**src/rtl/game_pkg.sv**
```systemverilog
// Shared game-state encodings, pixel width and the per-channel saturating colour adder.
package game_pkg;

  localparam int unsigned PIX_W = 12;

  localparam logic [2:0] GS_WELCOME = 3'd0;
  localparam logic [2:0] GS_START   = 3'd1;
  localparam logic [2:0] GS_PLAY    = 3'd2;
  localparam logic [2:0] GS_PAUSE   = 3'd3;
  localparam logic [2:0] GS_FINISH  = 3'd4;

  // Adds two RGB444 pixels channel by channel, clamping each channel at 4'hF.
  function automatic logic [PIX_W-1:0] sat_add12(input logic [PIX_W-1:0] a,
                                                 input logic [PIX_W-1:0] b);
    logic [4:0]       sum;
    logic [PIX_W-1:0] res;
    res = '0;
    for (int c = 0; c < 3; c++) begin
      sum          = {1'b0, a[c*4 +: 4]} + {1'b0, b[c*4 +: 4]};
      res[c*4 +: 4] = sum[4] ? 4'hF : sum[3:0];
    end
    return res;
  endfunction

endpackage

```
**src/rtl/layer_priority_mux.sv**
```systemverilog
// Combinational first-opaque select over the player layers; lower index wins.
module layer_priority_mux
  import game_pkg::*;
#(
  parameter int unsigned      NUM_LAYERS = 4,
  parameter logic [PIX_W-1:0] KEY        = 12'hFFF
) (
  input  logic [NUM_LAYERS-1:0][PIX_W-1:0] layer_pixel_i,
  input  logic [3:0]                       active_i,
  output logic [PIX_W-1:0]                 pixel_o,
  output logic                             valid_o
);

  // Walk from the highest index down so the lowest opaque index is the last writer.
  always_comb begin
    pixel_o = '0;
    valid_o = 1'b0;
    for (int i = NUM_LAYERS - 1; i >= 0; i--) begin
      if ((4'(i) < active_i) && (layer_pixel_i[i] != KEY)) begin
        pixel_o = layer_pixel_i[i];
        valid_o = 1'b1;
      end
    end
  end

endmodule

```
**src/rtl/layer_compositor.sv**
```systemverilog
// Three-stage pixel compositor: input capture, layer priority/background, state overlay.
module layer_compositor
  import game_pkg::*;
#(
  parameter int unsigned      NUM_LAYERS   = 4,
  parameter int unsigned      NUM_INFO     = 4,
  parameter logic [PIX_W-1:0] KEY          = 12'hFFF,
  parameter int unsigned      BLINK_FRAMES = 30
) (
  input  logic                             clock_i,
  input  logic                             reset_i,
  input  logic [2:0]                       game_state_i,
  input  logic [3:0]                       num_active_i,
  input  logic [NUM_LAYERS-1:0][PIX_W-1:0] layer_pixel_i,
  input  logic [PIX_W-1:0]                 object_pixel_i,
  input  logic [PIX_W-1:0]                 floor_pixel_i,
  input  logic [NUM_INFO-1:0][PIX_W-1:0]   info_pixel_i,
  input  logic [PIX_W-1:0]                 banner_pixel_i,
  input  logic [10:0]                      hcount_i,
  input  logic [9:0]                       vcount_i,
  input  logic                             hsync_i,
  input  logic                             vsync_i,
  input  logic                             blank_i,
  output logic                             hsync_out_o,
  output logic                             vsync_out_o,
  output logic                             blank_out_o,
  output logic [PIX_W-1:0]                 pixel_out_o,
  output logic                             frame_tick_o
);

  localparam logic [3:0] MaxActive = 4'(NUM_LAYERS);
  localparam logic [7:0] BlinkLast = 8'(BLINK_FRAMES - 1);

  // Stage 1 registers
  logic [NUM_LAYERS-1:0][PIX_W-1:0] s1_layer_q;
  logic [NUM_INFO-1:0][PIX_W-1:0]   s1_info_q;
  logic [PIX_W-1:0] s1_obj_q, s1_floor_q, s1_banner_q;
  logic [10:0]      s1_h_q;
  logic [9:0]       s1_v_q;
  logic [2:0]       s1_state_q;
  logic             s1_hs_q, s1_vs_q, s1_blank_q;

  // Frame and blink state
  logic       frame_fall;
  logic [3:0] active_q, active_d;
  logic       tick_q;
  logic [7:0] blink_cnt_q, blink_cnt_d;
  logic       blink_on_q, blink_on_d;

  // Stage 2 / 3
  logic [PIX_W-1:0] mux_pix, bg_pix, s2_pix_d, s2_pix_q, s2_banner_q, pix_d, pix_q;
  logic             mux_valid, in_window;
  logic [2:0]       s2_state_q;
  logic             s2_blink_q, s2_hs_q, s2_vs_q, s2_blank_q;
  logic             hs_q, vs_q, blank_q;

  // s1_vs_q holds the previous vsync sample, so this is a falling edge on the incoming one.
  assign frame_fall = s1_vs_q & ~vsync_i;

  always_comb begin
    active_d = active_q;
    if (frame_fall) active_d = (num_active_i > MaxActive) ? MaxActive : num_active_i;
  end

  always_comb begin
    blink_cnt_d = blink_cnt_q;
    blink_on_d  = blink_on_q;
    if (game_state_i != GS_FINISH) begin
      blink_cnt_d = '0;
      blink_on_d  = 1'b1;
    end else if (frame_fall) begin
      if (blink_cnt_q == BlinkLast) begin
        blink_cnt_d = '0;
        blink_on_d  = ~blink_on_q;
      end else begin
        blink_cnt_d = blink_cnt_q + 8'd1;
      end
    end
  end

  always_ff @(posedge clock_i) begin
    if (reset_i) begin
      s1_layer_q  <= '0;
      s1_info_q   <= '0;
      s1_obj_q    <= '0;
      s1_floor_q  <= '0;
      s1_banner_q <= '0;
      s1_h_q      <= '0;
      s1_v_q      <= '0;
      s1_state_q  <= GS_WELCOME;
      s1_hs_q     <= 1'b1;
      s1_vs_q     <= 1'b1;
      s1_blank_q  <= 1'b1;
      active_q    <= '0;
      tick_q      <= 1'b0;
      blink_cnt_q <= '0;
      blink_on_q  <= 1'b1;
    end else begin
      s1_layer_q  <= layer_pixel_i;
      s1_info_q   <= info_pixel_i;
      s1_obj_q    <= object_pixel_i;
      s1_floor_q  <= floor_pixel_i;
      s1_banner_q <= banner_pixel_i;
      s1_h_q      <= hcount_i;
      s1_v_q      <= vcount_i;
      s1_state_q  <= game_state_i;
      s1_hs_q     <= hsync_i;
      s1_vs_q     <= vsync_i;
      s1_blank_q  <= blank_i;
      active_q    <= active_d;
      tick_q      <= frame_fall;
      blink_cnt_q <= blink_cnt_d;
      blink_on_q  <= blink_on_d;
    end
  end

  layer_priority_mux #(
    .NUM_LAYERS (NUM_LAYERS),
    .KEY        (KEY)
  ) u_layer_priority_mux (
    .layer_pixel_i (s1_layer_q),
    .active_i      (active_q),
    .pixel_o       (mux_pix),
    .valid_o       (mux_valid)
  );

  assign in_window = (s1_h_q >= 11'd112) && (s1_h_q <= 11'd527) &&
                     (s1_v_q >= 10'd112) && (s1_v_q <= 10'd368);

  always_comb begin
    bg_pix = s1_floor_q;
    for (int k = 0; k < NUM_INFO; k++) bg_pix = sat_add12(bg_pix, s1_info_q[k]);
  end

  always_comb begin
    if (mux_valid)                        s2_pix_d = mux_pix;
    else if (in_window && s1_obj_q != KEY) s2_pix_d = s1_obj_q;
    else                                  s2_pix_d = bg_pix;
  end

  always_ff @(posedge clock_i) begin
    if (reset_i) begin
      s2_pix_q    <= '0;
      s2_banner_q <= '0;
      s2_state_q  <= GS_WELCOME;
      s2_blink_q  <= 1'b1;
      s2_hs_q     <= 1'b1;
      s2_vs_q     <= 1'b1;
      s2_blank_q  <= 1'b1;
    end else begin
      s2_pix_q    <= s2_pix_d;
      s2_banner_q <= s1_banner_q;
      s2_state_q  <= s1_state_q;
      s2_blink_q  <= blink_on_q;
      s2_hs_q     <= s1_hs_q;
      s2_vs_q     <= s1_vs_q;
      s2_blank_q  <= s1_blank_q;
    end
  end

  // Unlisted state codes fall through to the default and behave as PLAY.
  always_comb begin
    pix_d = s2_pix_q;
    case (s2_state_q)
      GS_WELCOME: if (s2_banner_q != '0) pix_d = s2_banner_q;
      GS_PAUSE:   pix_d = (s2_pix_q >> 1) & 12'h777;
      GS_FINISH:  if (s2_banner_q != '0 && s2_blink_q) pix_d = s2_banner_q;
      default:    pix_d = s2_pix_q;
    endcase
    if (s2_blank_q) pix_d = '0;
  end

  always_ff @(posedge clock_i) begin
    if (reset_i) begin
      pix_q   <= '0;
      hs_q    <= 1'b1;
      vs_q    <= 1'b1;
      blank_q <= 1'b1;
    end else begin
      pix_q   <= pix_d;
      hs_q    <= s2_hs_q;
      vs_q    <= s2_vs_q;
      blank_q <= s2_blank_q;
    end
  end

  assign pixel_out_o  = pix_q;
  assign hsync_out_o  = hs_q;
  assign vsync_out_o  = vs_q;
  assign blank_out_o  = blank_q;
  assign frame_tick_o = tick_q;

endmodule

```
**config.mk**
```make
export PLATFORM = sky130hd
export DESIGN_NAME = layer_compositor
export DESIGN_NICKNAME = d
export VERILOG_FILES = /design/src/rtl/game_pkg.sv /design/src/rtl/layer_priority_mux.sv /design/src/rtl/layer_compositor.sv
export SDC_FILE = /design/constraint.sdc
export NUM_CORES = 1
export LEC_CHECK = 0
export CAP_MARGIN = 20
export CORE_ASPECT_RATIO = 0.9
export CORE_MARGIN = 2
export CORE_UTILIZATION = 45
export CTS_CLUSTER_DIAMETER = 120
export DETAILED_ROUTE_END_ITERATION = 8
export MAX_ROUTING_LAYER = met4
export PLACE_DENSITY = 0.82
export SLEW_MARGIN = 0
export SYNTH_ARGS = -nofsm -noshare
export SYNTH_HDL_FRONTEND = slang
export SYNTH_HIERARCHICAL = 1
export SYNTH_SLANG_ARGS = --single-unit
export TNS_END_PERCENT = 20
```
**constraint.sdc**
```tcl
create_clock -name clock_i -period 5.2 [get_ports clock_i]
set_clock_uncertainty 0.1 [all_clocks]
set_input_delay 1.04 -clock clock_i [delete_from_list [all_inputs] [get_ports clock_i]]
set_output_delay 1.04 -clock clock_i [all_outputs]
set_load 0.02 [all_outputs]
```
==> summary.txt, run 1 <==
Port bufs = 176
H-tree Lvls = 1
Hold_ws = 0.309 ns
Endpoints failing setup = 0
Simple-Gate Fraction of Synth Area = 25.9%
Yosys cell types = 52
Worst Path Arrival = 5.17 ns
Core Region = 19,000 um2
Share of the synthesized area in the top cell type = 49.5%
VDD IR max = 0.000189 V
Synth Area in Adders = 9.96%
CP max FO = 4
Critical path class = register to register
Worst setup path endpoint = s2_pix_q[2]
Status = finished clean
TritonCTS clock tree = built
Max frequency = 0.204 GHz
Post-CTS Setup Repair Bufs = 0
Synth Warn # = 6
DRT iter0 DRCs = 231
Worst setup EP type = register
Max-cap violations = 0
Vias/cell = 4.95
Antenna viol nets, final = 0
Asr flop ratio synth = 0%
Main synth FF type = dfxtp_1
Fin area = 11,600 um2
DP HPWL = 14.6 mm
Area leader, netlist = dfxtp_1
Antenna violations before repair = 3
Later-pin clock latency in the skew report = 0.50 ns
Leakage = 0.00459 uW
Syn Inst Count = 881
Die footprint = 20,500 um2
Synth Cell Area = 8690 um2
Synth Area per Inst = 9.87 um2
Min-Delay Path Class = register to register
Gr ovfl total = 0
Largest net degree at the start of global routing = 94
Residual DRC = 0
I/O Pins = 181
Area grow syn2layout = 33.3%
Mux contribution to synthesized area = 1.38%
RePlAce Congestion = 0.892
CP Launch Type = register
Most frequent cell after synthesis = dfxtp_1
Routed WL = 19.1 mm
Crit path time final = 4.90 ns
Per-cell routed wire length = 14.5 um
Slew headroom = 40.7%
Clk slew on worst S/H paths = 0.06 ns
Tightest Pin Transition = 0.890 ns
R2R cell count = 24
Die Wd = 151 um
R2R Setup Slk = 0.30 ns
Final hold vios = 0
Final setup margin = 0.303 ns
Compound-Gate Fraction of Synth Area = 9.84%
Rows = 48
Synth Register Bits = 215
Fraction of layout cells with a size suffix above 1 = 6.65%
Post-Synth XOR/XNOR Area = 1.11%
Syn Nets = 1,108
R2r endpoint = s2_pix_q[2]
First-pass GRT wire length = 30.4 mm
Max Slew Vio Count = 0
GRT Util Overall = 19.3%
Worst Setup SP = s1_info_q[0]
Post-synthesis sequential area ratio = 49.5%
EDFF count, synth = 0
Fill cells = 1,578
Number of global-route vias before repair = 6,446
Die height = 136 um
DR vias = 6,545
Critical Path RT = 5.47 ns
Clock tree sinks = 215
Initial core utilization = 45.7%
CTS Buf Count = 23
Most frequent cells after synthesis = dfxtp_1 (215), nor2b_1 (181), ha_1 (50), nand2_1 (50), a21oi_1 (36)
Total iterations of the first detailed-routing run = 5
Net count, final = 1,280
Worst-case clock buffer depth = 3
Tcrit/Tclk final = 94.2%
Ranking of synthesized cells by area = dfxtp_1 (50%), nor2b_1 (13%), ha_1 (7.2%)
Largest family of logic cells by synthesized area = simple AND/OR/NAND/NOR gates
R2R Path Start = s1_info_q[0]
RSZ-0062 raised after global routing = yes
CTS Hold Bufs = 0
Cell area after placement = 10,700 um2
Pre-CTS setup slack = 0.214 ns
PwrDens = 372 nW/um2
CTS Root Cell = clkbuf_16
## timing repair
action | in CTS | in global routing
setup endpoints to repair | 0 | 12
hold endpoints to repair | 0 | 0
gates resized for setup | 0 | 11
## cell families (layout without fill, tap and decap cells)
kind of cell,after synthesis,in the layout
compound gates,136,136
xor+xnor,11,11
fa+ha+maj,62,62
buf+inv,50,237
flops,215,215
mux,12,12
other cells,0,3
simple gates,395,395
## routing by layer
metal / vias to the layer above / wire length, um / GRT usage [%] / part of all wire, %
li1: 3348 / - / - / -
met1: 2963 / 8350 / 23.3 / 44
met2: 196 / 9050 / 31.9 / 47
met3: 38 / 1050 / 3.62 / 5.5
met4: 0 / 680 / 7.44 / 3.6
met5: - / 0 / - / 0
## area by class of cell
cell class | instances | area, um2 | area share [%]
Inverter | 16 | 60.1 | 0.518
Multi-Input combinational cell | 616 | 4250 | 36.6
Antenna cell | 3 | 7.51 | 0.0648
Sequential cell | 215 | 4300 | 37.1
Clock inverter | 11 | 236 | 2.04
Clock buffer | 29 | 628 | 5.42
Tap cell | 250 | 313 | 2.70
Timing Repair Buffer | 181 | 1800 | 15.5
## flip-flops by register name (all words and copies together), names as in the netlist, 3 cells and up
| name | count |
|---|---|
| active_q | 4 |
| s2_pix_q | 12 |
| pixel_out_o | 12 |
| s1_v_q | 10 |
| s1_banner_q | 12 |
| s2_banner_q | 12 |
| s1_layer_q | 48 |
| s2_state_q | 3 |
| s1_info_q | 48 |
| blink_cnt_q | 8 |
| s1_state_q | 3 |
| s1_obj_q | 12 |
| s1_floor_q | 12 |
| s1_h_q | 7 |
## per-stage QoR
stage	utilization, %	power, uW	instances	TNS [ns]
3_3_place_gp	56.0	2470	1277	0
6_report	60.9	4310	1321	0
2_1_floorplan	-	2240	881	0
4_1_cts	60.6	4340	1318	0
5_1_grt	60.9	4510	1321	-0.0165
3_5_place_dp	56.0	2490	1278	0
## worst max-delay path, cell delays in order, from the launching register on
cell	delay [ns]
dfxtp_1	0.30
ha_1	0.20
inv_1	0.07
fa_1	0.19
nand2b_1	0.13
a21boi_0	0.11
or3_1	0.32
ha_1	0.21
fa_1	0.41
nand2_1	0.10
nand2b_1	0.08
a21oi_2	0.16
nand2b_1	0.08
ha_1	0.21
fa_1	0.41
nand2_1	0.11
nand2b_1	0.08
a21oi_2	0.15
nand2b_1	0.07
ha_1	0.20
fa_1	0.43
a211oi_1	0.24
a31oi_1	0.09
nor3_2	0.17
o2bb2ai_1	0.12
## power by group
| part | internal [uW] | total, uW | switching [uW] |
|---|---|---|---|
| clock | 1200 | 1840 | 635 |
| combinational | 357 | 689 | 332 |
| sequential | 1740 | 1790 | 47.2 |
| total | 3300 | 4310 | 1010 |
## layout by cell type, fill, tap and decap left out, types with 3 or more instances in the layout
cell / n
clkbuf_16: 23
nand3_1: 25
o21ai_1: 8
diode_2: 3
nor3_1: 9
or3_1: 4
dfxtp_1: 215
or2b_1: 3
a32oi_1: 6
a31oi_1: 14
a211oi_1: 11
nor3b_1: 3
o21ai_0: 24
nand4_1: 18
nand2b_1: 30
a21oi_2: 5
a21oi_1: 31
nand2_1: 50
xnor2_1: 4
or2_2: 12
nor4_1: 6
bufinv_16: 7
inv_1: 16
nor2_1: 33
clkbuf_8: 3
nor2b_1: 181
ha_1: 50
buf_4: 6
nor4_2: 4
a21o_1: 7
a22oi_1: 11
clkbuf_1: 3
mux2i_1: 12
xor2_1: 7
fa_1: 12
nand3b_1: 6
clkdlybuf4s50_1: 175
o21bai_1: 6
## how the worst min path moves through the flow
stage	slack, ns	from	end	cells past startpoint
after floorplan	0.29	s2_hs_q	hsync_out_o	1
after global placement	0.30	s2_vs_q	vsync_out_o	1
after detailed placement	0.30	s2_vs_q	vsync_out_o	1
after CTS	0.31	s2_vs_q	vsync_out_o	1
after global routing	0.33	s1_hs_q	s2_hs_q	1
final	0.31	s1_hs_q	s2_hs_q	1
Note: power is estimated with default switching activity, not from simulation.
==> run 2: changes to the inputs <==
--- a/config.mk
+++ b/config.mk
@@ -11,6 +11,7 @@
 export CORE_UTILIZATION = 45
 export CTS_CLUSTER_DIAMETER = 120
 export DETAILED_ROUTE_END_ITERATION = 8
+export GPL_ROUTABILITY_DRIVEN = 0
 export MAX_ROUTING_LAYER = met4
 export PLACE_DENSITY = 0.82
 export SLEW_MARGIN = 0
==> constraint.sdc (replaced) <==
create_clock -name clock_i -period 5.2 [get_ports clock_i]
set_clock_uncertainty 0.1 [all_clocks]
set_input_delay 0.78 -clock clock_i [delete_from_list [all_inputs] [get_ports clock_i]]
set_output_delay 0.78 -clock clock_i [all_outputs]
set_load 0.02 [all_outputs]
==> run 2 against run 1 <==
Net effect: clock-buffer cell count increased by 2; die area unchanged; first-iteration DRC count increased by 51%; core utilization about the same; clock power decreased by 6%; routed wire length increased by 1.9%; register-to-register slack got worse by 0.02 ns; critical path type unchanged; critical endpoint is now s2_pix_q[7].
==> summary.txt, run 2 (synthesis results as in run 1) <==
Status = finished clean
Core Region = 19,000 um2
R2r endpoint = s2_pix_q[7]
Critical Path RT = 5.47 ns
Critical path class = register to register
Crit path time final = 4.92 ns
Tcrit/Tclk final = 94.5%
Gr ovfl total = 0
Initial core utilization = 45.7%
Worst-case clock buffer depth = 3
Vias/cell = 5.01
Largest regs = s1_info_q: 48 flops, s1_layer_q: 48 flops
Antenna viol nets, final = 0
CP max FO = 4
Worst Path Arrival = 5.19 ns
Slew headroom = 37.9%
Cell area after placement = 10,700 um2
Max Slew Vio Count = 0
Post-Layout Cell Count = 1,321
H-tree Lvls = 1
Die Wd = 151 um
CP Launch Type = register
Number of global-route vias before repair = 6,474
Antenna violations before repair = 4
CTS Root Cell = clkbuf_16
Fin area = 11,600 um2
CTS Buf Count = 22
Net count, final = 1,279
Worst setup EP type = register
R2R cell count = 25
Hold endpoint = vsync_out_o
Endpoints failing setup = 0
DP HPWL = 14.5 mm
Leakage = 0.00457 uW
Residual DRC = 0
Fraction of layout cells with a size suffix above 1 = 7.59%
Tightest Pin Transition = 0.932 ns
Most frequent cells in the layout = dfxtp_1 (215), nor2b_1 (181), clkdlybuf4s50_1 (175)
Port bufs = 176
Area grow syn2layout = 33.2%
Post-CTS Setup Repair Bufs = 0
Fill cells = 1,567
Die height = 136 um
Multi-input logic area = 4280 um2
CTS Hold Bufs = 0
Total iterations of the first detailed-routing run = 5
Min-Delay Path Class = register to register
Commonest non-fill, non-tap cell in the layout = dfxtp_1
Worst hold stages = 1
Max frequency = 0.203 GHz
Placed insts = 1,277
Later-pin clock latency in the skew report = 0.50 ns
R2R Path Start = s1_info_q[4]
Final setup margin = 0.284 ns
Clk slew on worst S/H paths = 0.06 ns
PwrDens = 364 nW/um2
Pre-CTS setup slack = 0.176 ns
Reg area = 4300 um2
Per-cell routed wire length = 14.8 um
VDD IR max = 0.000230 V
DR vias = 6,614
Final hold vios = 0
DRT iter0 DRCs = 348
Die footprint = 20,500 um2
Routed WL = 19.5 mm
Clock tree sinks = 215
I/O Pins = 181
Worst Hold Launch = s2_vs_q
TritonCTS clock tree = built
Rows = 48
Setup_tns = 0 ns
R2R Setup Slk = 0.28 ns
First-pass GRT wire length = 30.7 mm
Largest net degree at the start of global routing = 96
GRT Util Overall = 19.4%
Max-cap violations = 0
run 2: cell count changes in the layout (fill, tap and decap cells not counted), sizes merged:
cell | before | now
clkbuf | 29 | 32
clkinvlp | 1 | 2
clkinv | 2 | 1
bufinv | 7 | 4
buf | 6 | 5
diode | 3 | 4
run 2: routing by layer:
layer	up-vias	wire length (um)	GRT usage, %
met1	3004	8370	23.4
met5	-	0	-
met2	198	9310	32.1
met4	0	741	7.81
li1	3355	-	-
met3	57	1070	3.46
run 2: area by class of cell:
type,count,share of cell area [%]
Sequential cell,215,37.2
Clock buffer,31,5.75
Inverter,16,0.518
Tap cell,250,2.70
Clock inverter,8,1.31
Multi-Input combinational cell,616,37.0
Antenna cell,4,0.0864
Timing Repair Buffer,181,15.5
run 2: power by group:
group          internal, uW  leakage, uW  total, uW  switching, uW
sequential             1740      0.00178       1790           46.4
clock                  1090     0.000396       1730            636
combinational           363      0.00239        706            342
total                  3200      0.00457       4220           1020
run 2: worst max path at each step:
stage / end / slack, ns / start
6_report: s2_pix_q[7] / 0.28 / s1_info_q[4]
5_1_grt: s2_pix_q[7] / -0.07 / s1_info_q[4]
2_1_floorplan: s2_pix_q[6] / 0.74 / s1_info_q[4]
3_3_place_gp: s2_pix_q[3] / 0.41 / s1_info_q[0]
3_5_place_dp: s2_pix_q[1] / 0.18 / s1_info_q[0]
4_1_cts: s2_pix_q[1] / 0.06 / s1_info_q[0]
run 2: what timing repair did:
action | in CTS | in global routing
hold endpoints to repair | 0 | 0
gates resized for setup | 0 | 21
setup endpoints to repair | 0 | 12
run 2: worst max-delay path, cell delays in order (launching register included):
cell,delay [ns]
dfxtp_1,0.30
ha_1,0.21
inv_1,0.08
fa_2,0.23
inv_1,0.06
a21o_1,0.17
a21oi_2,0.18
nand2b_1,0.09
ha_1,0.21
fa_1,0.40
nand2_1,0.11
nand2b_1,0.08
a21oi_2,0.16
nand2b_1,0.07
ha_1,0.20
fa_1,0.41
nand2_1,0.11
nand2b_1,0.08
a21oi_2,0.15
nand2b_1,0.08
ha_1,0.20
fa_1,0.41
a21o_1,0.17
a21o_1,0.22
nor3_1,0.19
o21ai_1,0.10
run 2: per-stage QoR:
stage	hold slack, ns	util (%)	total power (uW)
6_report	0.310	60.9	4220
5_1_grt	0.330	60.9	4410
4_1_cts	0.312	60.3	4220
3_5_place_dp	0.302	56.0	2490
3_3_place_gp	0.301	56.0	2470
2_1_floorplan	0.289	-	2240
==> run 3: changes to the inputs <==
--- a/config.mk
+++ b/config.mk
@@ -12,6 +12,8 @@
 export CTS_CLUSTER_DIAMETER = 120
 export DETAILED_ROUTE_END_ITERATION = 8
 export GPL_ROUTABILITY_DRIVEN = 0
+export GPL_TIMING_DRIVEN = 0
+export HOLD_SLACK_MARGIN = 0.12
 export MAX_ROUTING_LAYER = met4
 export PLACE_DENSITY = 0.82
 export SLEW_MARGIN = 0
==> run 3 against run 2 <==
Net effect: clock power about the same; sequential share of layout area shrank 0.19 points; routed wire length up 7.4%; core utilization rose by 0.32 points; cell count is 2.3% higher; final area rose by 0.52%; critical endpoint is now s2_pix_q[3]; highest routed layer unchanged.
==> summary.txt, run 3 (synthesis results as in run 1) <==
Setup_tns = 0 ns
Port bufs = 175
CTS Root Cell = clkbuf_16
Tightest Pin Transition = 0.731 ns
First-pass GRT wire length = 32.1 mm
CP Launch Type = register
Final setup margin = 0.284 ns
Die footprint = 20,500 um2
Post_cts resized = 0
Residual DRC = 0
Post-Layout Cell Count = 1,351
Number of global-route vias before repair = 6,575
Core Region = 19,000 um2
Worst setup EP type = register
Net Sw Power = 1050 uW
Clock network fraction of total power = 40.5%
Gr ovfl total = 0
Fraction of layout cells with a size suffix above 1 = 6.74%
CP max FO = 4
Later-pin clock latency in the skew report = 0.51 ns
Status = finished clean
Final hold vios = 0
Worst-case clock buffer depth = 3
CTS Hold Bufs = 0
H-tree Lvls = 1
Per-cell routed wire length = 15.5 um
Largest regs = s1_info_q: 48 flops, s1_layer_q: 48 flops
DR vias = 6,824
Antenna viol nets, final = 0
Die Wd = 151 um
Internal = 3160 uW
PwrDens = 362 nW/um2
Tcrit/Tclk final = 94.5%
Max-cap violations = 0
Largest net degree at the start of global routing = 15
Worst Path Arrival = 5.19 ns
GRT Util Overall = 20.7%
Util after Layout = 61.2%
Vias/cell = 5.05
TritonCTS clock tree = built
Routed WL = 20.9 mm
VDD IR max = 0.000186 V
Clock tree sinks = 215
Clk slew on worst S/H paths = 0.06 ns
Rows = 48
Initial core utilization = 45.7%
Critical path class = register to register
Pre-CTS setup slack = 0.0691 ns
Placed insts = 1,306
Area grow syn2layout = 33.9%
Total iterations of the first detailed-routing run = 7
Net count, final = 1,308
Max frequency = 0.203 GHz
Comb pwr share = 17.1%
Post-CTS Setup Repair Bufs = 0
Antenna violations before repair = 3
Min-Delay Path Class = register to register
CTS Buf Count = 23
Slew headroom = 51.3%
DRT iter0 DRCs = 390
Sequential share of power = 42.4%
Leakage = 0.00458 uW
Most frequent cells in the layout = dfxtp_1 (215), nor2b_1 (181), clkdlybuf4s50_1 (175)
Crit path time final = 4.92 ns
Endpoints failing setup = 0
I/O Pins = 181
Switching Share = 24.9%
Max Slew Vio Count = 0
Critical Path RT = 5.48 ns
Die height = 136 um
Commonest non-fill, non-tap cell in the layout = dfxtp_1
DP HPWL = 16.0 mm
run 3: path summary, 6_finish.rpt:
path                              startpoint     endpoint  slack [ns]  cells after the start
worst max-delay path            s1_info_q[0]  s2_pix_q[3]        0.28                     24
worst min-delay path                 s1_hs_q      s2_hs_q        0.31                      1
worst max register to register  s1_info_q[0]  s2_pix_q[3]        0.28                     24
worst min register to register       s1_hs_q      s2_hs_q        0.31                      1
run 3: critical path: stages (launching register included):
cell,delay [ns]
dfxtp_1,0.31
ha_1,0.21
inv_1,0.08
fa_2,0.21
nand2b_1,0.13
a21boi_0,0.10
or3_1,0.32
ha_1,0.21
fa_2,0.36
nand2_1,0.09
nand2b_1,0.06
a21oi_1,0.19
nand2b_1,0.11
ha_1,0.22
fa_1,0.41
nand2_1,0.10
nand2b_1,0.08
a21oi_2,0.18
nand2b_1,0.08
ha_1,0.21
fa_2,0.37
nor2_1,0.13
a31oi_1,0.11
nor4_2,0.30
o21ai_1,0.12
run 3: metal layers:
layer,up-vias,share of wire [%],track usage (%)
met4,0,3.4,7.60
met5,-,0,-
met1,3099,43,25.4
li1,3420,-,-
met3,45,6.4,3.46
met2,260,47,34.4
run 3: through the flow:
step	cell area, um2	power [uW]	hold WS (ns)
global route	11600	4390	0.327
detailed placement	10800	2510	0.298
floorplan	8690	2240	0.289
CTS	11600	4210	0.312
global placement	10800	2480	0.294
finish	11600	4210	0.308
run 3: final cells by class:
type	instances	area, um2
Antenna cell	3	7.51
Buffer	34	139
Clock buffer	33	673
Clock inverter	9	134
Fill cell	1547	7390
Inverter	16	60.1
Multi-Input combinational cell	616	4260
Sequential cell	215	4300
Tap cell	250	313
Timing Repair Buffer	175	1750
run 3: power by group through the flow:
stage / logic (uW) / clock network (uW) / registers, uW
5_1_grt: 801 / 1800 / 1790
3_3_place_gp: 663 / 0 / 1820
6_report: 720 / 1700 / 1790
2_1_floorplan: 435 / 0 / 1810
4_1_cts: 697 / 1730 / 1790
3_5_place_dp: 688 / 0 / 1820
